<file path="src/rtl/img_stream_arbiter.sv">
// Round-robin, frame-locked arbiter merging NUM_PORTS valid/stall streams into one registered stream.
// Optional idle-lock release is enabled by defining IMG_ARB_TIMEOUT_EN.
module img_stream_arbiter #(
    parameter int NUM_PORTS      = 4,
    parameter int DATA_WIDTH     = 32,
    parameter int TIMEOUT_CYCLES = 256,
    localparam int SW            = (NUM_PORTS > 1) ? $clog2(NUM_PORTS) : 1
) (
    input  logic                            clock,
    input  logic                            reset,
    input  logic [NUM_PORTS*DATA_WIDTH-1:0] in_data,
    input  logic [NUM_PORTS-1:0]            in_valid,
    input  logic [NUM_PORTS-1:0]            in_last,
    output logic [NUM_PORTS-1:0]            upstream_stall,
    output logic [DATA_WIDTH-1:0]           out_data,
    output logic                            out_valid,
    output logic                            out_last,
    output logic [SW-1:0]                   out_src,
    input  logic                            downstream_stall,
    output logic                            busy,
    output logic                            timeout_pulse
);

    localparam logic [0:0]    ST_IDLE   = 1'b0;
    localparam logic [0:0]    ST_LOCKED = 1'b1;
    localparam logic [SW-1:0] LAST_IDX  = SW'(NUM_PORTS - 1);

    if (NUM_PORTS < 2 || NUM_PORTS > 16 || TIMEOUT_CYCLES < 1) begin : g_param_check
        $error("img_stream_arbiter: parameter out of range");
    end

    function automatic logic [SW-1:0] wrap_inc(input logic [SW-1:0] p);
        return (p == LAST_IDX) ? '0 : p + 1'b1;
    endfunction

    logic [0:0]            state;
    logic [SW-1:0]         rr_ptr;
    logic [SW-1:0]         lock_idx;
    logic                  can_load_p0;
    logic                  arb_hit_p0;
    logic [SW-1:0]         arb_idx_p0;
    logic [SW-1:0]         cand_p0;
    logic                  grant_vld_p0;
    logic [SW-1:0]         grant_idx_p0;
    logic                  accept_p0;
    logic [DATA_WIDTH-1:0] sel_data_p0;
    logic                  sel_last_p0;
    logic                  force_release;

    // Stage p0: arbitration and acceptance, all combinational from current state.
    always_comb begin
        arb_hit_p0 = 1'b0;
        arb_idx_p0 = '0;
        cand_p0    = rr_ptr;
        for (int k = 0; k < NUM_PORTS; k++) begin
            if (!arb_hit_p0 && in_valid[cand_p0]) begin
                arb_hit_p0 = 1'b1;
                arb_idx_p0 = cand_p0;
            end
            cand_p0 = wrap_inc(cand_p0);
        end
    end

    assign can_load_p0  = !out_valid || !downstream_stall;
    assign grant_vld_p0 = (state == ST_LOCKED) ? 1'b1 : arb_hit_p0;
    assign grant_idx_p0 = (state == ST_LOCKED) ? lock_idx : arb_idx_p0;
    assign accept_p0    = grant_vld_p0 && in_valid[grant_idx_p0] && can_load_p0;
    assign sel_last_p0  = in_last[grant_idx_p0];
    assign busy         = (state == ST_LOCKED);

    always_comb begin
        sel_data_p0    = '0;
        upstream_stall = '1;
        for (int i = 0; i < NUM_PORTS; i++) begin
            if (grant_idx_p0 == SW'(i)) begin
                sel_data_p0 = in_data[i*DATA_WIDTH +: DATA_WIDTH];
            end
            upstream_stall[i] = !(grant_vld_p0 && grant_idx_p0 == SW'(i) && can_load_p0);
        end
    end

`ifdef IMG_ARB_TIMEOUT_EN
    localparam int CW = $clog2(TIMEOUT_CYCLES + 1);

    logic [CW-1:0] idle_cnt;

    assign force_release = (state == ST_LOCKED) && !in_valid[lock_idx]
                           && (idle_cnt == CW'(TIMEOUT_CYCLES - 1));

    always_ff @(posedge clock) begin
        if (reset) begin
            idle_cnt      <= '0;
            timeout_pulse <= 1'b0;
        end else begin
            timeout_pulse <= force_release;
            if (state != ST_LOCKED || accept_p0 || force_release) begin
                idle_cnt <= '0;
            end else if (!in_valid[lock_idx]) begin
                idle_cnt <= idle_cnt + 1'b1;
            end
        end
    end
`else
    assign force_release = 1'b0;
    assign timeout_pulse = 1'b0;
`endif

    // Stage p1: output register and frame-lock state.
    always_ff @(posedge clock) begin
        if (reset) begin
            state     <= ST_IDLE;
            rr_ptr    <= '0;
            lock_idx  <= '0;
            out_data  <= '0;
            out_valid <= 1'b0;
            out_last  <= 1'b0;
            out_src   <= '0;
        end else begin
            if (can_load_p0) begin
                out_valid <= accept_p0;
                out_last  <= accept_p0 && sel_last_p0;
                if (accept_p0) begin
                    out_data <= sel_data_p0;
                    out_src  <= grant_idx_p0;
                end
            end
            if (accept_p0) begin
                if (sel_last_p0) begin
                    state  <= ST_IDLE;
                    rr_ptr <= wrap_inc(grant_idx_p0);
                end else begin
                    state    <= ST_LOCKED;
                    lock_idx <= grant_idx_p0;
                end
            end else if (force_release) begin
                state  <= ST_IDLE;
                rr_ptr <= wrap_inc(lock_idx);
            end
        end
    end

endmodule

</file>
<file path="config.mk">
export PLATFORM = sky130hd
export DESIGN_NAME = img_stream_arbiter
export DESIGN_NICKNAME = d
export VERILOG_FILES = /design/src/rtl/img_stream_arbiter.sv
export SDC_FILE = /design/constraint.sdc
export NUM_CORES = 1
export LEC_CHECK = 0
export ABC_AREA = 1
export CELL_PAD_IN_SITES_DETAIL_PLACEMENT = 2
export CELL_PAD_IN_SITES_GLOBAL_PLACEMENT = 2
export CORE_MARGIN = 2
export CORE_UTILIZATION = 17
export DETAILED_ROUTE_END_ITERATION = 8
export GPL_TIMING_DRIVEN = 0
export PLACE_DENSITY_LB_ADDON = 0.1
export SYNTH_ARGS = -nofsm -noshare
export SYNTH_HDL_FRONTEND = slang
export SYNTH_SLANG_ARGS = --single-unit
</file>
<file path="constraint.sdc">
create_clock -name clock -period 3.1 [get_ports clock]
set_input_delay 0.31 -clock clock [delete_from_list [all_inputs] [get_ports clock]]
set_output_delay 0.31 -clock clock [all_outputs]
set_load 0.1 [all_outputs]
</file>
==> results of run 1 <==
## sequential cells by signal (all words and copies together) (netlist names)
name	cells
out_data	32
lock_idx	2
out_src	2
rr_ptr	2
busy	1
out_last	1
out_valid	1
## cells in the mapped netlist
| library cell | n |
|---|---|
| sky130_fd_sc_hd__inv_1 | 15 |
| sky130_fd_sc_hd__clkbuf_2 | 1 |
| sky130_fd_sc_hd__clkbuf_1 | 26 |
| sky130_fd_sc_hd__nand3_2 | 2 |
| sky130_fd_sc_hd__nand2_4 | 2 |
| sky130_fd_sc_hd__nor2_1 | 79 |
| sky130_fd_sc_hd__ha_1 | 5 |
| sky130_fd_sc_hd__buf_6 | 4 |
| sky130_fd_sc_hd__inv_4 | 1 |
| sky130_fd_sc_hd__nand2_1 | 108 |
| sky130_fd_sc_hd__conb_1 | 1 |
| sky130_fd_sc_hd__nand3_1 | 52 |
| sky130_fd_sc_hd__clkinv_2 | 1 |
| sky130_fd_sc_hd__nand4_2 | 1 |
| sky130_fd_sc_hd__nand3b_2 | 1 |
| sky130_fd_sc_hd__nor2_2 | 1 |
| sky130_fd_sc_hd__dfxtp_1 | 41 |
| sky130_fd_sc_hd__o21ai_0 | 64 |
| sky130_fd_sc_hd__or2_2 | 1 |
| sky130_fd_sc_hd__nor2_4 | 2 |
| sky130_fd_sc_hd__inv_2 | 4 |
| sky130_fd_sc_hd__o21ai_1 | 37 |
| sky130_fd_sc_hd__buf_4 | 5 |
| sky130_fd_sc_hd__nand2_2 | 4 |
| sky130_fd_sc_hd__a21oi_1 | 35 |
| sky130_fd_sc_hd__buf_1 | 2 |
| sky130_fd_sc_hd__nand4_1 | 5 |
## kinds of logic (layout without fill, tap and decap cells)
logic type                 after synthesis  after routing  share of synthesized area, %
and+or+nand+nor                        258            258                          37.8
adders and majority gates                5              5                          2.11
DFF                                     41             41                          27.7
other                                    1              2                         0.127
buffers and inverters                   59            259                          9.29
AOI/OAI and AO/OA                      136            136                          23.0
## worst min-delay path, cell delays in order, from the launching register on
cell and delay [ps]:
sky130_fd_sc_hd__dfxtp_1 310, sky130_fd_sc_hd__nand3_1 60, sky130_fd_sc_hd__a21oi_1 60
## per-stage QoR
| stage | instances | setup WS [ps] | hold slack (ps) | setup TNS [ps] |
|---|---|---|---|---|
| floorplan | 500 | 2.76 | 379 | 0 |
| detailed placement | 904 | -1430 | 467 | -26740 |
| CTS | 913 | 0.634 | 476 | 0 |
| global placement | 904 | -1380 | 457 | -23180 |
| finish | 926 | 115 | 473 | 0 |
| global route | 925 | -78.6 | 517 | -495 |
## repair_timing
action                                 in CTS  in global routing
setup buffers                               4                 13
setup endpoints to repair                  36                 36
endpoints found under the hold margin       0                  0
cloned                                      0                  0
pin swaps                                   2                 10
hold buffers                                0                  0
gates resized for setup                    63                 59
## routing by layer
metal	vias to the layer above	track usage [%]
met4	0	3.13
met5	-	0
met2	118	29.3
met1	1930	19.7
met3	4	5.82
li1	2055	-
## cell type report
cell class	instances	area (µm²)
repair buffers	196	1960
inverters	21	96.3
well taps	225	282
fillers	2090	11600
clock buffers	6	129
multi-input cells	400	1970
diodes	1	2.50
clock inverters	1	8.76
plain buffers	35	267
flip-flops and latches	41	828
## worst min path at each step
stage,depth (start not counted),start,endpoint,slack (ps)
floorplan,1,reset,busy$_SDFFE_PP0P_,380
global placement,2,lock_idx[0]$_SDFFE_PP0P_,lock_idx[0]$_SDFFE_PP0P_,460
detailed placement,2,out_last$_SDFFE_PP0N_,out_last$_SDFFE_PP0N_,470
CTS,2,out_last$_SDFFE_PP0N_,out_last$_SDFFE_PP0N_,480
global route,2,out_data[10]$_SDFFE_PP0P_,out_data[10]$_SDFFE_PP0P_,520
finish,2,out_last$_SDFFE_PP0N_,out_last$_SDFFE_PP0N_,470
==> run summary, run 1 <==
The number of antenna violations at the first check in global routing is 0. The min-delay analysis places its worst path in the category reg -> reg. The average cell area after synthesis is 5.93 µm². The clock skew is 11.0 ps. The summed area of non-filler cells in the final layout is 0.00554 mm². The total area inside the core boundary comes to about 0.017 mm². The height of the die came out at 136 µm.

The met1 wire length came out at ~6600 µm. The achievable frequency came out at 0.335 GHz. The global-route usage over all layers is 16.7%.

The startpoint identified for the worst register-to-register timing path is rr_ptr[1]$_SDFFE_PP0P_. TritonCTS built the clock tree. The overall die area is approximately 0.019 mm².

The post-CTS clock slew at the launch and capture registers of the worst setup and hold paths is 60 ps. The via count of the first global-routing pass came out at 4,447. The first-iteration detailed-routing DRC count came out at 110.

The count of unique library cells instantiated by Yosys is 27. The count of port buffers added during placement is 179. The floorplan has 48 rows.

The first detailed-routing pass ran for 4 iterations. The final count of negative-setup-slack endpoints is 0. The synthesized design devotes to its leading area cell type ~28% of total area. The run finished with clean final reports. The endpoint identified for the worst register-to-register timing path is out_data[11]$_SDFFE_PP0P_.

Of the available clock period, the critical path in the final layout requires 96.3%. The worst slew margin relative to its limit is 29.6%. The sum of overflow across all layers after global routing is 0. The cell sitting at the root of the clock tree is a sky130_fd_sc_hd__clkbuf_16. The share of synthesized area occupied by flip-flops and latches came out at 27.7%. For the pin with the worst max-slew slack, the measured transition is 1050 ps. The first-pass GRT wire length is 23,800 µm. In this run the top signal layer used is met4. The post-route core utilization is 32.3%. At the end of routability-driven placement, the weighted congestion stood at between 0.7 and 0.8. The number of failing hold endpoints at the final stage is 0. STA puts the critical path data arrival time at 2680 ps.

The sum of net half-perimeters after detailed placement came out at about 12,000 µm. The synthesized instance count came out at 500. The total count of max-transition violations in the final report is 0. The maximum count of clock buffers along a single path came out at 2. The total wirelength of the detailed-routed design is 15,700 µm. The area of placed instances is around 0.005 mm².

approximately 180 I/O pins were placed. Cells with a size suffix above 1 make up 13.6% of the layout. For this run, the post-layout net count is 844.

The cell family contributing the most delay on the critical path is simple AND/OR/NAND/NOR gates. The synthesis-to-layout area growth is 87.0%. The buffers plus inverters on the worst setup path came out at 5.

The level count of the clock H-tree came out at 2. The pin count of the biggest net entering global routing came out at 13. The met3 wire length is 1210 µm. Leaving out fill and tap cells, the most frequent cell in the layout is sky130_fd_sc_hd__clkdlybuf4s50_1. The horizontal die dimension is between 100 and 150 µm. The worst setup path is launched from a flop. The critical path is of the reg -> out type. The number of clock buffers added by TritonCTS is 5.

The effective utilization at floorplan came out at roughly 17%. The Yosys warning count is 0. Synthesis inferred 41 register bits. After detailed routing, the met2 layer carries 7750 µm of wire. The net count after synthesis came out at approximately 640. The setup slack of the worst register-to-register path came out at 230 ps. The worst setup path is captured at an output pin. The count of nets left with antenna violations once routing finished came out at 0. The clock net sink count is 41.

The critical path data required time is between 2000 and 3000 ps. The maximum fanout encountered on the critical timing path is 10. The total number of vias came out at 4,107. On the worst path, the slowest cell contributes a delay of between 300 and 400 ps. Setup repair after global routing could not meet its margin everywhere. Subtracting the final worst setup slack from the clock period gives 2990 ps. In the post-synthesis netlist, the biggest area contributors are sky130_fd_sc_hd__dfxtp_1 28%, sky130_fd_sc_hd__nand2_1 14%, sky130_fd_sc_hd__o21ai_0 11%, sky130_fd_sc_hd__nor2_1 10%, sky130_fd_sc_hd__nand3_1 8.8%. For the worst-skew pair, the clock arrives at the later sink with an insertion delay of 300 ps. For this run, design rule violations remaining after detail routing come to 0.

The max-cap check violation count came out at 0. The most critical setup path has its startpoint at rr_ptr[1]$_SDFFE_PP0P_. The critical path depth came out at 16.

Using the TritonRoute via totals, the vias-per-cell ratio works out to 4.44. The critical path goes through ha_4 > buf_4 > nand2_1 > nand3_1 > nand2_2 > inv_2 > nand2_1 > nand3_1 > nand2_2 > nand2_4 > nand2_4 > clkinvlp_4 > ha_4 > buf_4 > nand3_2 > buf_8. The biggest area contributor in the post-synthesis netlist is sky130_fd_sc_hd__dfxtp_1. The routed length per instance came out at 16.9 µm. The synthesized netlist occupies a cell area of 0.00296 mm².

Among all stages on the critical path, the largest delay is contributed by sky130_fd_sc_hd__dfxtp_4. The number of cell instances on the worst register-to-register path came out at 21. The critical path ends at upstream_stall[1]. In the layout the commonest cells are 174 x sky130_fd_sc_hd__clkdlybuf4s50_1, 103 x sky130_fd_sc_hd__nand2_1, 79 x sky130_fd_sc_hd__nor2_1, 55 x sky130_fd_sc_hd__o21ai_0, 47 x sky130_fd_sc_hd__nand3_1.
Power of run 1 is left out: the tool's default activity adds up to more than one toggle a clock period on the data nets, which glitch-free logic cannot reach.
==> run 2: changes to the inputs <==
--- a/config.mk
+++ b/config.mk
@@ -9,7 +9,8 @@
 export CELL_PAD_IN_SITES_DETAIL_PLACEMENT = 2
 export CELL_PAD_IN_SITES_GLOBAL_PLACEMENT = 2
 export CORE_MARGIN = 2
-export CORE_UTILIZATION = 17
+export CORE_UTILIZATION = 18
+export CTS_BUF_LIST = sky130_fd_sc_hd__clkbuf_8
 export DETAILED_ROUTE_END_ITERATION = 8
 export GPL_TIMING_DRIVEN = 0
 export PLACE_DENSITY_LB_ADDON = 0.1
==> run summary, run 2 (synthesis gave the netlist of run 1 again) <==
The number of antenna cells inserted came out at 0. The highest cell delay on the worst timing path is 360 ps. The first-pass GRT wire length is 24,100 µm. Measured along the y axis, the die boundary spans 132 µm. The mean number of vias per cell came out at 4.48.

The worst register-to-register path ends at out_data[6]$_SDFFE_PP0P_. The source of the worst register-to-register timing path is rr_ptr[0]$_SDFFE_PP0P_. In this run the tightest slew margin relative to its limit is 31.7%. The setup path with the least slack is of type reg -> out.

The minimum hold slack came out at roughly 480 ps. Before CTS, the worst setup slack after placement is -1380 ps. The number of antenna violations at the first check in global routing is 0. The worst hold path begins at lock_idx[0]$_SDFFE_PP0P_. The clock latency of the later-clocked register in the worst-skew pair came out at 320 ps. The cell sitting at the root of the clock tree is a sky130_fd_sc_hd__clkbuf_8. The final count of negative-setup-slack endpoints is 0. The number of failing hold endpoints at the final stage is 0.

The sum of overflow across all layers after global routing came out at 0. The final weighted congestion in routability-driven placement came out at ~0.76. The run finished with clean final reports. The detailed router finished its first iteration with 84 violations. For this block, the routed nets add up to 15,300 µm of wire.

The maximum fanout encountered on the critical timing path is 10. The global-route usage over all layers is 17.6%. The critical-path cell with the highest stage delay is sky130_fd_sc_hd__dfxtp_4. The share of final-layout standard cells stronger than drive strength 1 came out at 12.8%. The library cell used most frequently in the layout, excluding fill and tap cells, is sky130_fd_sc_hd__clkdlybuf4s50_1.

The effective utilization at floorplan came out at 18.5%. The level count of the clock H-tree came out at 2. Measured in cells, the most critical reg-to-reg path has a length of 21. Dividing the final minimum period by the clock period gives 95.9%. The number of hold buffers added after CTS was 0. The endpoint type of the worst setup path is an output pin.

between 150 and 200 I/O pins were placed. The standard cell core area came out at 0.0160 mm². The worst hold path depth came out at 2. The total number of vias came out at 4,094.

The critical path data required time came out at 2790 ps. The floorplan step defined a die boundary enclosing 0.0175 mm². In the final timing run, aggregate negative setup slack is 0 ps. The sum of net half-perimeters after detailed placement came out at 12,100 µm.

The final critical path time including I/O delays and setup is 2970 ps. The total count of max-transition violations in the final report is 0. The data arrival at the endpoint of the critical path is 2660 ps. The horizontal die dimension is 132 µm. The count of nets left with antenna violations after detail routing is 0. Across all register-to-register paths, the minimum setup slack is 290 ps. The via count of the first global-routing pass is around 4,400.

The clock net sink count is 41. The startpoint type of the worst setup path is a flop. The flip-flop count of the largest register, all copies and words added came out at 32. For this run, the detailed router's first-pass iteration total came to 4. The synthesis-to-layout area growth came out at 83.7%. The critical path goes through ha_4 > inv_2 > nand2_1 > nand3_1 > nand2_2 > inv_2 > nand2_1 > nand3_1 > nand2_2 > nand2_4 > nand2_4 > clkinvlp_4 > ha_4 > buf_8 > buf_8 > nand3_2 > buf_12. The clock skew is 19.3 ps. The standard-cell row count came out at 46. The hold-critical path endpoint is lock_idx[0]$_SDFFE_PP0P_. For this run, design rule violations remaining after detail routing come to 0.

The largest register by flop count is out_data. The slew at the pin closest to its max-slew limit came out at ~1000 ps. Across the run, the number of max-cap violations was 0.

Clock-pin slew was measured on the worst setup and hold paths at ~80 ps. Counting along the longest clock path gives a buffer depth of 2. Setup repair after global routing could not meet its margin everywhere. TritonCTS built the clock tree. In the layout the commonest cells are 175 x sky130_fd_sc_hd__clkdlybuf4s50_1, 104 x sky130_fd_sc_hd__nand2_1, 79 x sky130_fd_sc_hd__nor2_1, 60 x sky130_fd_sc_hd__o21ai_0, 48 x sky130_fd_sc_hd__nand3_1. The slack of the critical path is 128 ps. The number of buffers added by the clock tree synthesis step is 5. The pin count of the biggest net entering global routing came out at 14. Derived from the worst setup path, the maximum achievable clock frequency is 0.336 GHz. In this run the worst hold path is classified as reg -> reg.

After the last flow step, the layout net total stands at 840. The count of port buffers added during placement is roughly 180. The routed length per instance came out at 16.8 µm.
## run 2: routing by layer
layer / GRT usage, % / vias to the layer above / routed length (µm) / part of all wire, %
li1: - / 2049 / - / -
met1: 19.9 / 1907 / 6390 / 42
met2: 32.1 / 123 / 7640 / 50
met3: 5.61 / 15 / 1060 / 6.9
met4: 4.36 / 0 / 251 / 1.6
met5: 0 / - / 0 / 0
## run 2: how the worst max path moves through the flow
stage	slack, ps	startpoint	cells after the start	to
4_1_cts	1	rr_ptr[0]$_SDFFE_PP0P_	17	upstream_stall[0]
2_1_floorplan	3	busy$_SDFFE_PP0P_	7	upstream_stall[2]
6_report	130	rr_ptr[0]$_SDFFE_PP0P_	17	upstream_stall[3]
3_5_place_dp	-1380	in_valid[3]	18	upstream_stall[3]
3_3_place_gp	-1330	in_valid[2]	18	upstream_stall[3]
5_1_grt	-70	rr_ptr[0]$_SDFFE_PP0P_	15	upstream_stall[2]
## run 2: final cells by class
type | instances | area, µm²
Clock inverter | 1 | 8.76
Buffer | 36 | 290
Timing Repair Buffer | 191 | 1910
Sequential cell | 41 | 828
Fill cell | 1943 | 10600
Inverter | 21 | 91.3
Clock buffer | 7 | 96.3
Tap cell | 216 | 270
Multi-Input combinational cell | 400 | 1950
## run 2: metrics by stage
| stage | utilization [%] | area, µm² | std cells |
|---|---|---|---|
| 2_1_floorplan | - | 2980 | 500 |
| 4_1_cts | 33.0 | 5280 | 904 |
| 5_1_grt | 34.0 | 5440 | 913 |
| 6_report | 34.0 | 5440 | 913 |
| 3_5_place_dp | 31.5 | 5040 | 895 |
| 3_3_place_gp | 31.5 | 5040 | 895 |
## run 2: worst max-delay path: cells and delay by family (launching register included)
family,cells,cell delay (ps)
simple gates,9,790
fa+ha+maj,2,480
buf+inv,6,700
flops,1,360
## run 2: repair_timing
action                     4_1_cts  5_1_grt
cloned                           0        0
setup endpoints to repair       36       34
resized for setup               63       51
pin swaps                        2        7
buffers inserted                 3        9
Power of run 2 is left out for the same reason.
